## config.mk

```make
export PLATFORM = sky130hd
export DESIGN_NAME = mainreg_bank
export DESIGN_NICKNAME = d
export VERILOG_FILES = /design/src/rtl/mainreg_bank.sv
export SDC_FILE = /design/constraint.sdc
export NUM_CORES = 1
export LEC_CHECK = 0
export CAP_MARGIN = 10
export CORE_ASPECT_RATIO = 0.7
export CORE_MARGIN = 1.5
export CORE_UTILIZATION = 35
export CTS_CLUSTER_DIAMETER = 60
export DETAILED_ROUTE_END_ITERATION = 8
export GPL_ROUTABILITY_DRIVEN = 1
export PLACE_DENSITY = 0.71
export SETUP_SLACK_MARGIN = 0.3
export SLEW_MARGIN = 40
export SYNTH_ARGS = -nofsm -noshare
export SYNTH_HDL_FRONTEND = slang
export SYNTH_SLANG_ARGS = --single-unit
```

## constraint.sdc

```tcl
create_clock -name CLK -period 2.55 [get_ports CLK]
set_clock_uncertainty 0.15 [all_clocks]
set_input_delay 0.255 -clock CLK [delete_from_list [all_inputs] [get_ports CLK]]
set_output_delay 0.255 -clock CLK [all_outputs]
set_load 0.02 [all_outputs]
```

## src/rtl/mainreg_bank.sv

```systemverilog
// Main register file: NREGS x WIDTH registers, top register is the index register IX.
// Optional shadow bank with EXX exchange is enabled by defining MAINREG_BANK_SHADOW_EN.
module mainreg_bank #(
  parameter int unsigned WIDTH = 8,
  parameter int unsigned NREGS = 4,
  localparam int unsigned AW = $clog2(NREGS)
) (
  input  logic                   CLK,
  input  logic                   RESET,
`ifdef MAINREG_BANK_SHADOW_EN
  input  logic                   EXX,
`endif
  input  logic [1:0]             OP,
  input  logic [AW-1:0]          WA,
  input  logic [WIDTH-1:0]       IN,
  input  logic [AW-1:0]          RA,
  input  logic [AW-1:0]          RB,
  input  logic                   CSEL,
  input  logic [WIDTH-1:0]       STEP,
  output logic [WIDTH-1:0]       OUTA,
  output logic [WIDTH-1:0]       OUTB,
  output logic [WIDTH-1:0]       OUTC,
  output logic [WIDTH-1:0]       OIX,
  output logic                   IXZ,
  output logic [NREGS*WIDTH-1:0] REGS
);

  localparam logic [1:0] OP_NOP    = 2'b00;
  localparam logic [1:0] OP_WRITE  = 2'b01;
  localparam logic [1:0] OP_SWAP   = 2'b10;
  localparam logic [1:0] OP_IXSTEP = 2'b11;

  localparam logic [AW-1:0] IX_IDX = AW'(NREGS - 1);

`ifdef MAINREG_BANK_SHADOW_EN
  localparam int unsigned NBANKS = 2;
  logic bsel_q;

  // The OP acts on the pre-toggle bank because bsel_q only changes at the same edge.
  always_ff @(posedge CLK) begin
    if (RESET) begin
      bsel_q <= 1'b0;
    end else begin
      bsel_q <= bsel_q ^ EXX;
    end
  end
`else
  localparam int unsigned NBANKS = 1;
  logic bsel_q;
  assign bsel_q = 1'b0;
`endif

  logic [WIDTH-1:0] regs_q [NBANKS][NREGS];
  logic [WIDTH-1:0] regs_d [NBANKS][NREGS];
  logic             ixz_q;
  logic             ixz_d;
  logic [WIDTH-1:0] ix_sum;

  always_comb begin
    regs_d = regs_q;
    ixz_d  = ixz_q;
    ix_sum = regs_q[bsel_q][IX_IDX] + STEP;
    unique case (OP)
      OP_NOP: ;
      OP_WRITE: regs_d[bsel_q][WA] = IN;
      // RA==RB writes the same value back, so no special case is needed.
      OP_SWAP: begin
        regs_d[bsel_q][RA] = regs_q[bsel_q][RB];
        regs_d[bsel_q][RB] = regs_q[bsel_q][RA];
      end
      OP_IXSTEP: begin
        regs_d[bsel_q][IX_IDX] = ix_sum;
        ixz_d                  = (ix_sum == '0);
      end
      default: ;
    endcase
  end

  always_ff @(posedge CLK) begin
    if (RESET) begin
      for (int b = 0; b < NBANKS; b++) begin
        for (int i = 0; i < NREGS; i++) begin
          regs_q[b][i] <= '0;
        end
      end
      ixz_q <= 1'b0;
    end else begin
      regs_q <= regs_d;
      ixz_q  <= ixz_d;
    end
  end

  assign OUTA = regs_q[bsel_q][RA];
  assign OUTB = regs_q[bsel_q][RB];
  assign OUTC = {WIDTH{CSEL}};
  assign OIX  = regs_q[bsel_q][IX_IDX];
  assign IXZ  = ixz_q;

  for (genvar i = 0; i < NREGS; i++) begin : g_regs
    assign REGS[i*WIDTH +: WIDTH] = regs_q[bsel_q][i];
  end

endmodule

```

==> impl_metrics.prom <==
# TYPE chip_impl_metric gauge
chip_impl_metric{name="worst_ep_required_time",unit="ns"} 2.14
chip_impl_metric{name="syn-mean-instance-area",unit="sq um"} 8.09
chip_impl_metric{name="post_drt_wl_per_cell",unit="um"} 20.0
chip_impl_metric{name="tritoncts_buffers",unit=""} 5
chip_impl_metric{name="cp.arrival",unit="ns"} 1.82
chip_impl_metric{name="pwr-share-clk",unit=""} 0.257
chip_impl_metric{name="p_switching",unit="uW"} 887
chip_impl_metric{name="share_seq_of_total_power",unit=""} 0.283
chip_impl_metric{name="comb_power_share",unit=""} 0.460
chip_impl_metric{name="port_buffer_count",unit=""} 82
chip_impl_info{name="endpoint_type_of_the_worst_setup_path",value="output pin"} 1
chip_impl_metric{name="max_cap_viol_count",unit=""} 0
chip_impl_metric{name="num_antenna_cells",unit=""} 0
chip_impl_metric{name="place.detailed.hpwl",unit="um"} 9090
chip_impl_metric{name="grt_antenna_before_repair",unit=""} 0
chip_impl_metric{name="synth_edf_count",unit=""} 0
chip_impl_metric{name="ant_nets_after_route",unit=""} 0
chip_impl_metric{name="synthCells",unit=""} 411
chip_impl_info{name="rsz_0062_raised_after_global_routing",value="false"} 1
chip_impl_metric{name="final.fill_count",unit=""} 893
chip_impl_info{name="timing_endpoint_of_the_critical_path",value="OUTA[1]"} 1
chip_impl_metric{name="leakage",unit="nW"} 1.74
chip_impl_metric{name="fp.dieW",unit="um"} 119
chip_impl_metric{name="top_level_ports",unit=""} 92
chip_impl_metric{name="nNetsFinal",unit=""} 536
chip_impl_metric{name="core-area",unit="sq um"} 9140
chip_impl_metric{name="die_area",unit="sq um"} 10100
chip_impl_metric{name="final_setup_violation_count",unit=""} 0
chip_impl_metric{name="p_int",unit="mW"} 1.43
chip_impl_metric{name="first_global_vias",unit=""} 3535
chip_impl_metric{name="post-place-ws",unit="ns"} -0.0601
chip_impl_metric{name="utilization",unit=""} 0.497
chip_impl_info{name="layout_commonest_cell",value="sky130_fd_sc_hd__clkdlybuf4s50_1"} 1
chip_impl_metric{name="max-clock-path-buffers",unit=""} 2
chip_impl_metric{name="postCtsHoldBufs",unit=""} 0
chip_impl_metric{name="syn_to_final_growth",unit="%"} 36.8
chip_impl_metric{name="asyncSetResetFlopFracSynth",unit=""} 0
chip_impl_info{name="worstSetupStartpoint",value="RA[1]"} 1
chip_impl_info{name="synth_top_cells_by_area",value="sky130_fd_sc_hd__dfxtp_1, sky130_fd_sc_hd__mux4_2, sky130_fd_sc_hd__o21ai_0"} 1
chip_impl_metric{name="placement.cell_area",unit="sq um"} 4380
chip_impl_metric{name="yosysWarningCount",unit=""} 0
chip_impl_metric{name="clock_input_transition_at_the_sequential_cells_of_the_worst_setup_and_hold_paths",unit="ns"} 0.05
chip_impl_metric{name="yosysSeqAreaShare",unit=""} 0.199
chip_impl_metric{name="die-height",unit="um"} 84.5
chip_impl_metric{name="synthesis.area",unit="sq um"} 3320
chip_impl_metric{name="initial_core_util",unit=""} 0.364
chip_impl_metric{name="cts_sinks",unit=""} 33
chip_impl_metric{name="drt_iter0_markers",unit=""} 332
chip_impl_metric{name="tightest_pin_transition",unit="ns"} 0.558
chip_impl_metric{name="slew_headroom",unit=""} 0.627
chip_impl_info{name="tritoncts",value="yes"} 1
chip_impl_metric{name="vdd_drop_max",unit="mV"} 0.264
chip_impl_metric{name="drt_pass_1_iters",unit=""} 6
chip_impl_info{name="yosysTopAreaCell",value="sky130_fd_sc_hd__dfxtp_1"} 1
chip_impl_metric{name="library_cells_used_by_synthesis",unit=""} 55
chip_impl_metric{name="hold_viol",unit=""} 0
chip_impl_info{name="worstSetupPathType",value="input pin to output pin"} 1
chip_impl_metric{name="grt.total_usage",unit=""} 0.249
chip_impl_info{name="dominantRegCellSynth",value="sky130_fd_sc_hd__dfxtp_1"} 1
chip_impl_metric{name="power_density",unit="nW/um^2"} 509
chip_impl_metric{name="globalplace.congestion",unit=""} 0.950
chip_impl_metric{name="drt_drc_violations_left",unit=""} 0
chip_impl_metric{name="wl",unit="um"} 12500
chip_impl_info{name="clock_tree.root_cell",value="sky130_fd_sc_hd__clkbuf_16"} 1
chip_impl_info{name="run_status",value="finished, final reports clean"} 1
chip_impl_metric{name="syn_nets",unit=""} 449
chip_impl_metric{name="fmax",unit="MHz"} 450
chip_impl_metric{name="routed_via_density",unit=""} 6.04
chip_impl_info{name="most-common-layout-cells",value="sky130_fd_sc_hd__clkdlybuf4s50_1, sky130_fd_sc_hd__buf_4, sky130_fd_sc_hd__nor2_1"} 1
chip_impl_metric{name="final.setup.tns",unit="ns"} 0
chip_impl_metric{name="htree_levels",unit=""} 2
chip_impl_metric{name="crit_path_max_fanout",unit=""} 11
chip_impl_metric{name="grt_start_max_net_pins",unit=""} 36
chip_impl_metric{name="layout_worst_path_cycle_share",unit=""} 0.872
chip_impl_metric{name="finalInstanceArea",unit="sq um"} 4550
chip_impl_metric{name="row_count",unit=""} 29
chip_impl_metric{name="worstSkewPairLatency",unit="ns"} 0.28
chip_impl_metric{name="setup.reg_to_reg.worst_slack",unit="ns"} 0.37
chip_impl_metric{name="synth_top_area_share",unit=""} 0.199
chip_impl_metric{name="post-route-min-period",unit="ns"} 2.22
chip_impl_metric{name="final_layout_size_suffix_gt1_frac",unit=""} 0.194
chip_impl_info{name="timing.critical_path.from_type",value="input pin"} 1
chip_impl_metric{name="grt.overflow.total",unit=""} 0
chip_impl_info{name="hold_path_class",value="register to register"} 1
chip_impl_metric{name="final-max-slew-violation-count",unit=""} 0
chip_impl_metric{name="synth-seq-cells",unit=""} 33
chip_impl_metric{name="detailroute.via_count",unit=""} 3764
chip_impl_metric{name="total_power",unit="mW"} 2.31
chip_impl_metric{name="grt_pass1_wl",unit="um"} 19700
chip_impl_metric{name="r2r_cells",unit=""} 6
chip_impl_metric{name="power.switching_fraction",unit=""} 0.384
chip_impl_metric{name="setup_slack_after_layout",unit="ns"} 0.328
## what timing repair did
action | in CTS | in global routing
pin swaps | 0 | 5
setup buffers | 0 | 1
endpoints found under the setup margin | 19 | 12
resized for setup | 21 | 19
## kinds of logic (layout without fill, tap and decap cells)
group / count (synthesis) / after routing / share of synthesized area
multiplexers: 38 / 38 / 0.174
buffers and inverters: 60 / 148 / 0.110
AND/OR/NAND/NOR: 120 / 120 / 0.164
XOR/XNOR: 5 / 5 / 0.0132
flip-flops: 33 / 33 / 0.199
AO/OA/AOI/OAI: 144 / 144 / 0.296
adder cells (fa/ha/maj): 11 / 11 / 0.0437
## power by group through the flow
| stage | clock network (mW) | logic (mW) | registers [mW] |
|---|---|---|---|
| after global placement | 0 | 1.03 | 0.660 |
| after global routing | 0.627 | 1.14 | 0.663 |
| after CTS | 0.595 | 1.03 | 0.651 |
| after floorplan | 0 | 0.572 | 0.699 |
| after detailed placement | 0 | 1.04 | 0.661 |
| final | 0.594 | 1.06 | 0.654 |
## critical path: stages
cell and delay (ns):
sky130_fd_sc_hd__clkdlybuf4s50_1 0.50, sky130_fd_sc_hd__buf_12 0.15, sky130_fd_sc_hd__buf_4 0.19, sky130_fd_sc_hd__mux4_1 0.35, sky130_fd_sc_hd__dlygate4sd2_1 0.35
## how the worst min path moves through the flow
stage	depth (start not counted)	slack, ns	from	end
after floorplan	2	0.29	IN[2]	register
after global placement	2	0.34	IXZ	IXZ
after detailed placement	2	0.33	IXZ	IXZ
after CTS	2	0.33	IXZ	IXZ
after global routing	2	0.36	IXZ	IXZ
final	2	0.34	IXZ	IXZ
## final cells by class
class	instances	area [sq um]	share of cell area
clock buffers	7	133	0.0292
clock inverters	1	7.51	0.00165
inverters	8	31.3	0.00688
multi-input cells	318	2340	0.515
flip-flops and latches	33	664	0.146
well taps	124	155	0.0341
repair buffers	132	1220	0.267
## cells in the mapped netlist (all sizes together), types with 7 or more instances
master  number
nor2        46
o21ai       44
buf         39
nand2       36
dfxtp       33
a311oi      17
mux2i       17
o211ai      17
mux4        15
a211oi      13
clkbuf      13
nand3       13
a21oi       11
ha          10
a31oi        7
inv          7
## per-layer routing
layer / vias to the layer above / track usage / part of all wire
met1: 1757 / 0.376 / 0.45
met3: 18 / 0.0632 / 0.12
met2: 272 / 0.357 / 0.42
met4: 0 / 0.0487 / 0.013
li1: 1717 / - / -
met5: - / 0 / 0
## through the flow
stage,hold WS (ns),instances
5_1_grt,0.357,623
6_report,0.340,623
2_1_floorplan,0.287,411
3_3_place_gp,0.342,614
4_1_cts,0.334,622
3_5_place_dp,0.327,614
Note: power is estimated with default switching activity, not from simulation.
